[config.mk]
export PLATFORM = sky130hd
export DESIGN_NAME = rca_pipe_param
export DESIGN_NICKNAME = d
export VERILOG_FILES = /design/src/rtl/rca_pipe_param.sv
export SDC_FILE = /design/constraint.sdc
export NUM_CORES = 1
export LEC_CHECK = 0
export CORE_AREA = 10 10 84 86
export CTS_BUF_LIST = sky130_fd_sc_hd__clkbuf_16
export DETAILED_ROUTE_END_ITERATION = 8
export DIE_AREA = 0 0 94 96
export PLACE_DENSITY_LB_ADDON = 0.08
export SLEW_MARGIN = 25
export SYNTH_ARGS = -nofsm -noshare
export SYNTH_HDL_FRONTEND = slang
export SYNTH_SLANG_ARGS = --single-unit
[constraint.sdc]
create_clock -name clk -period 2.92 [get_ports clk]
set_input_delay 0.438 -clock clk [delete_from_list [all_inputs] [get_ports clk]]
set_output_delay 0.438 -clock clk [all_outputs]
set_load 0.005 [all_outputs]
[src/rtl/rca_pipe_param.sv]
// Pipelined ripple-carry add/subtract: one SEG-bit slice per register stage, valid/ready handshake.
// Optional signed-overflow output Ovf is enabled by defining RCA_PIPE_OVF_EN.
module rca_pipe_param #(
    parameter int WIDTH = 12,
    parameter int SEG   = 4
) (
    input  logic             clk,
    input  logic             rst_n,
    input  logic             in_valid,
    output logic             in_ready,
    input  logic [WIDTH-1:0] i1,
    input  logic [WIDTH-1:0] i2,
    input  logic             Cin,
    input  logic             sub,
    output logic             out_valid,
    input  logic             out_ready,
    output logic [WIDTH-1:0] Sum,
    output logic             Carry
`ifdef RCA_PIPE_OVF_EN
    ,
    output logic             Ovf
`endif
);

    localparam int STAGES = (WIDTH / SEG < 1) ? 1 : WIDTH / SEG;
    localparam int LAST   = STAGES - 1;

    logic             vld [STAGES];
    logic             cry [STAGES];
    logic [WIDTH-1:0] acc [STAGES];
    logic [WIDTH-1:0] opa [STAGES];
    logic [WIDTH-1:0] opb [STAGES];

    logic             srcv [STAGES];
    logic             srcc [STAGES];
    logic [WIDTH-1:0] srca [STAGES];
    logic [WIDTH-1:0] srcb [STAGES];
    logic [WIDTH-1:0] srcs [STAGES];
    logic [WIDTH-1:0] nsum [STAGES];
    logic             ncry [STAGES];

    logic [STAGES:0]  rdy;

    // A stage may load when it is empty or its contents move on this cycle.
    always_comb begin
        rdy[STAGES] = out_ready;
        for (int k = LAST; k >= 0; k--) begin
            rdy[k] = !vld[k] || rdy[k+1];
        end
    end

    always_comb begin
        logic [SEG:0] seg;
        seg     = '0;
        srcv[0] = in_valid;
        srca[0] = i1;
        srcb[0] = sub ? ~i2 : i2;
        srcc[0] = sub | Cin;
        srcs[0] = '0;
        for (int k = 1; k < STAGES; k++) begin
            srcv[k] = vld[k-1];
            srca[k] = opa[k-1];
            srcb[k] = opb[k-1];
            srcc[k] = cry[k-1];
            srcs[k] = acc[k-1];
        end
        // Each stage ripples only its own slice, using the carry registered by the stage before.
        for (int k = 0; k < STAGES; k++) begin
            seg = {1'b0, srca[k][k*SEG +: SEG]} + {1'b0, srcb[k][k*SEG +: SEG]}
                + {{SEG{1'b0}}, srcc[k]};
            nsum[k]                = srcs[k];
            nsum[k][k*SEG +: SEG]  = seg[SEG-1:0];
            ncry[k]                = seg[SEG];
        end
    end

    always_ff @(posedge clk) begin
        if (!rst_n) begin
            for (int k = 0; k < STAGES; k++) begin
                vld[k] <= 1'b0;
                cry[k] <= 1'b0;
                acc[k] <= '0;
                opa[k] <= '0;
                opb[k] <= '0;
            end
        end else begin
            for (int k = 0; k < STAGES; k++) begin
                if (rdy[k]) begin
                    vld[k] <= srcv[k];
                    if (srcv[k]) begin
                        acc[k] <= nsum[k];
                        cry[k] <= ncry[k];
                        opa[k] <= srca[k];
                        opb[k] <= srcb[k];
                    end
                end
            end
        end
    end

    assign in_ready  = rdy[0];
    assign out_valid = vld[LAST];
    assign Sum       = acc[LAST];
    assign Carry     = cry[LAST];

`ifdef RCA_PIPE_OVF_EN
    // Carry into the MSB is recovered as a ^ b ^ sum at that bit.
    logic ovf_r;
    logic ovf_n;

    assign ovf_n = srca[LAST][WIDTH-1] ^ srcb[LAST][WIDTH-1] ^ nsum[LAST][WIDTH-1] ^ ncry[LAST];

    always_ff @(posedge clk) begin
        if (!rst_n) begin
            ovf_r <= 1'b0;
        end else if (rdy[LAST] && srcv[LAST]) begin
            ovf_r <= ovf_n;
        end
    end

    assign Ovf = ovf_r;
`endif

endmodule

==> summary.md <==
| Metric | Value |
|---|---|
| Later-pin clock latency in the skew report | `290 ps` |
| Worst path bufs/invs | `1` |
| Vias in the first global route | `1797` |
| WL final | `4869 µm` |
| Max Slew Vio Count | `0` |
| CTS tree | `yes` |
| Worst slew pin tran | `slightly above 700 ps` |
| First-pass GRT wire length | `roughly 8400 µm` |
| Htree depth | `2` |
| Startpoint Class | `input port` |
| Largest net degree at the start of global routing | `52` |
| RSZ-0062 raised after global routing | `false` |
| Residual DRC | `0` |
| R2R Path End | `cry[0][2]` |
| Share of cells above drive strength 1 | `0.07469` |
| Tmin final | `2455 ps` |
| CTS Sinks | `54` |
| CP arrival | `around 2500 ps` |
| Distinct cell type count after synthesis | `32` |
| Synth Instances | `210` |
| Synth Flop Type | `edfxtp_1` |
| R2R setup slack | `1060 ps` |
| Setup TNS | `0 ps` |
| GPL Wtd Cong | `0.8048` |
| Ports | `45` |
| Most frequent cells in the layout | `54 x edfxtp_1, 44 x clkdlybuf4s50_1, 31 x nor3b_1` |
| Status | `completed` |
| Post-synth EDFFs | `54` |
| Initial antenna violation count | `0` |
| Die ar. | `9024 µm²` |
| Post CTS Setup Buffer Count | `0` |
| Synth-to-Final Area Change | `19.80%` |
| Clock skew | `~5.9 ps` |
| Post-synthesis sequential area ratio | `0.5806` |
| Core Region | `5405 µm²` |
| Final setup fails | `0` |
| Max_slew headroom | `0.5213` |
| Hold buffers post-CTS | `0` |
| Number of port buffers | `44` |
| CP delay by family, top | `adder cells` |
| FILL cells | `444` |
| Crit path cell chain | `clkdlybuf4s50_1 > or2_2 > fa_1 > fa_1 > a21o_1 > a21oi_1 > nor3_1` |
| Worst R2R Path Depth | `6` |
| Peak supply drop | `0.3729 mV` |
| Final #Nets | `285` |
| Hpwl dp | `3393 µm` |
| Pre-Repair DR Iteration Count | `5` |
| Max incr delay on CP | `490 ps` |
| Post-synth net total | `255` |
| Max Fclk | `0.4073 GHz` |
| Drt initial violations | `126` |
| Commonest non-fill, non-tap cell in the layout | `edfxtp_1` |
| Power per cell area | `about 570 nW/µm²` |
| Final hold violations | `0` |
| Hold Path Depth | `1` |
| Die Y | `96 µm` |
| Vias per cell | `5.192` |
| Hold WC Path Type | `register to register` |
| Starting Density | `0.5167` |
| Max-Cap Viols | `0` |
| Post-synthesis async set-or-reset flop share | `0` |
| Hold Startpoint | `acc[0][0]` |
| CP max stage cell | `clkdlybuf4s50_1` |
| Max Fanout on Critical Path | `3` |
| Yosys Warn Count | `0` |
| CP Capture Type | `register` |
| Period Utilization, post-route | `0.8408` |
| WP data required | `just under 3000 ps` |
| Setup CP Type | `input port to register` |
| Cell leakage power | `around 1.2 nW` |
| GRT Total Usage | `0.1180` |
| Hold Path Sink | `acc[0][12]` |
| Total gr overflow | `0` |
| Average wire per standard cell | `15.56 µm` |
| CTS Buffer Depth | `2` |
| Vias post-DR | `1625` |
| Root buf cell | `clkbuf_16` |
| Mapped Avg Cell Area | `13.30 µm²` |
| Worst flop-to-flop path startpoint | `cry[0][1]` |
| CTS Buf Count | `5` |
| Synth Cell Area | `between 2000 and 3000 µm²` |
| Post-cts resize count | `0` |
| Reg clk slew, reported paths | `70 ps` |
| Most used cell, CP | `fa_1` |
| Yosys reg bits | `54` |
| Antenna Nets Post-Route | `0` |
| # diodes | `0` |
| Overall Power | `approximately 0.0019 W` |
| Row cnt | `27` |
| Die width | `around 94 µm` |
[worst max-delay path by stage]
stage,from,to,depth (start not counted)
5_1_grt,sub,cry[0][0],7
2_1_floorplan,sub,cry[0][0],8
4_1_cts,sub,cry[0][0],7
3_3_place_gp,sub,cry[0][0],7
3_5_place_dp,sub,cry[0][0],7
6_report,sub,cry[0][0],7
[synthesized netlist by cell type (4+ instances only)]
| cell type | instances | area, µm² |
|---|---|---|
| buf_4 | 12 | 90.09 |
| buf_6 | 5 | 56.30 |
| a21oi_1 | 4 | 20.02 |
| xor2_1 | 4 | 35.03 |
| nand2_1 | 8 | 30.03 |
| inv_1 | 11 | 41.29 |
| ha_1 | 9 | 112.6 |
| nor2b_1 | 4 | 25.02 |
| clkbuf_1 | 5 | 18.77 |
| nor3b_1 | 31 | 232.7 |
| xnor2_1 | 9 | 78.83 |
| fa_1 | 6 | 120.1 |
| nor3_1 | 13 | 65.06 |
| edfxtp_1 | 54 | 1622 |
| nor4_1 | 4 | 25.02 |
[logic make-up (layout without fill, tap and decap cells)]
kind of cell | count (synthesis) | in the layout | synth area share
AO/OA/AOI/OAI | 13 | 13 | 0.03450
XOR/XNOR | 13 | 13 | 0.04077
adder cells (fa/ha/maj) | 15 | 15 | 0.08334
buffers and inverters | 37 | 68 | 0.08064
flip-flops | 54 | 54 | 0.5806
AND/OR/NAND/NOR | 78 | 78 | 0.1801
[flip-flops by register name, indices dropped and copies added (netlist names)]
register	count
acc	24
opa	12
opb	12
cry	3
vld	3
[where the power goes]
part           internal, W  switching (W)
Combinational     0.000147       0.000129
Clock             0.000409       0.000274
Sequential        0.000932      0.0000197
[per-layer routing]
| metal | up-vias | GRT usage | part of all wire |
|---|---|---|---|
| met2 | 34 | 0.1999 | 0.50 |
| met3 | 9 | 0.03891 | 0.052 |
| met4 | 0 | 0.04937 | 0.022 |
| met5 | - | 0 | 0 |
| met1 | 776 | 0.1347 | 0.43 |
| li1 | 806 | - | - |
[layout make-up]
| class | instances | area (µm²) | share of cell area |
|---|---|---|---|
| Sequential cell | 54 | 1622 | 0.4847 |
| Clock buffer | 5 | 125.1 | 0.03740 |
| Tap cell | 72 | 90.09 | 0.02693 |
| Clock inverter | 3 | 47.55 | 0.01421 |
| Multi-Input combinational cell | 119 | 945.9 | 0.2827 |
| Timing Repair Buffer | 48 | 470.5 | 0.1406 |
| Inverter | 12 | 45.04 | 0.01346 |
[per-stage QoR]
stage | hold WS [ps] | instance area (µm²) | worst slack [ps] | cells | util
2_1_floorplan | 569.7 | 2793 | 425.8 | 210 | -
3_3_place_gp | 576.1 | 3173 | 227.5 | 305 | 0.5870
3_5_place_dp | 584.9 | 3173 | 155.5 | 305 | 0.5870
4_1_cts | 609.3 | 3346 | 466.5 | 313 | 0.6190
5_1_grt | 618.3 | 3346 | 412.3 | 313 | 0.6190
6_report | 606.5 | 3346 | 465.0 | 313 | 0.6190
(Power assumes the default switching activity.)
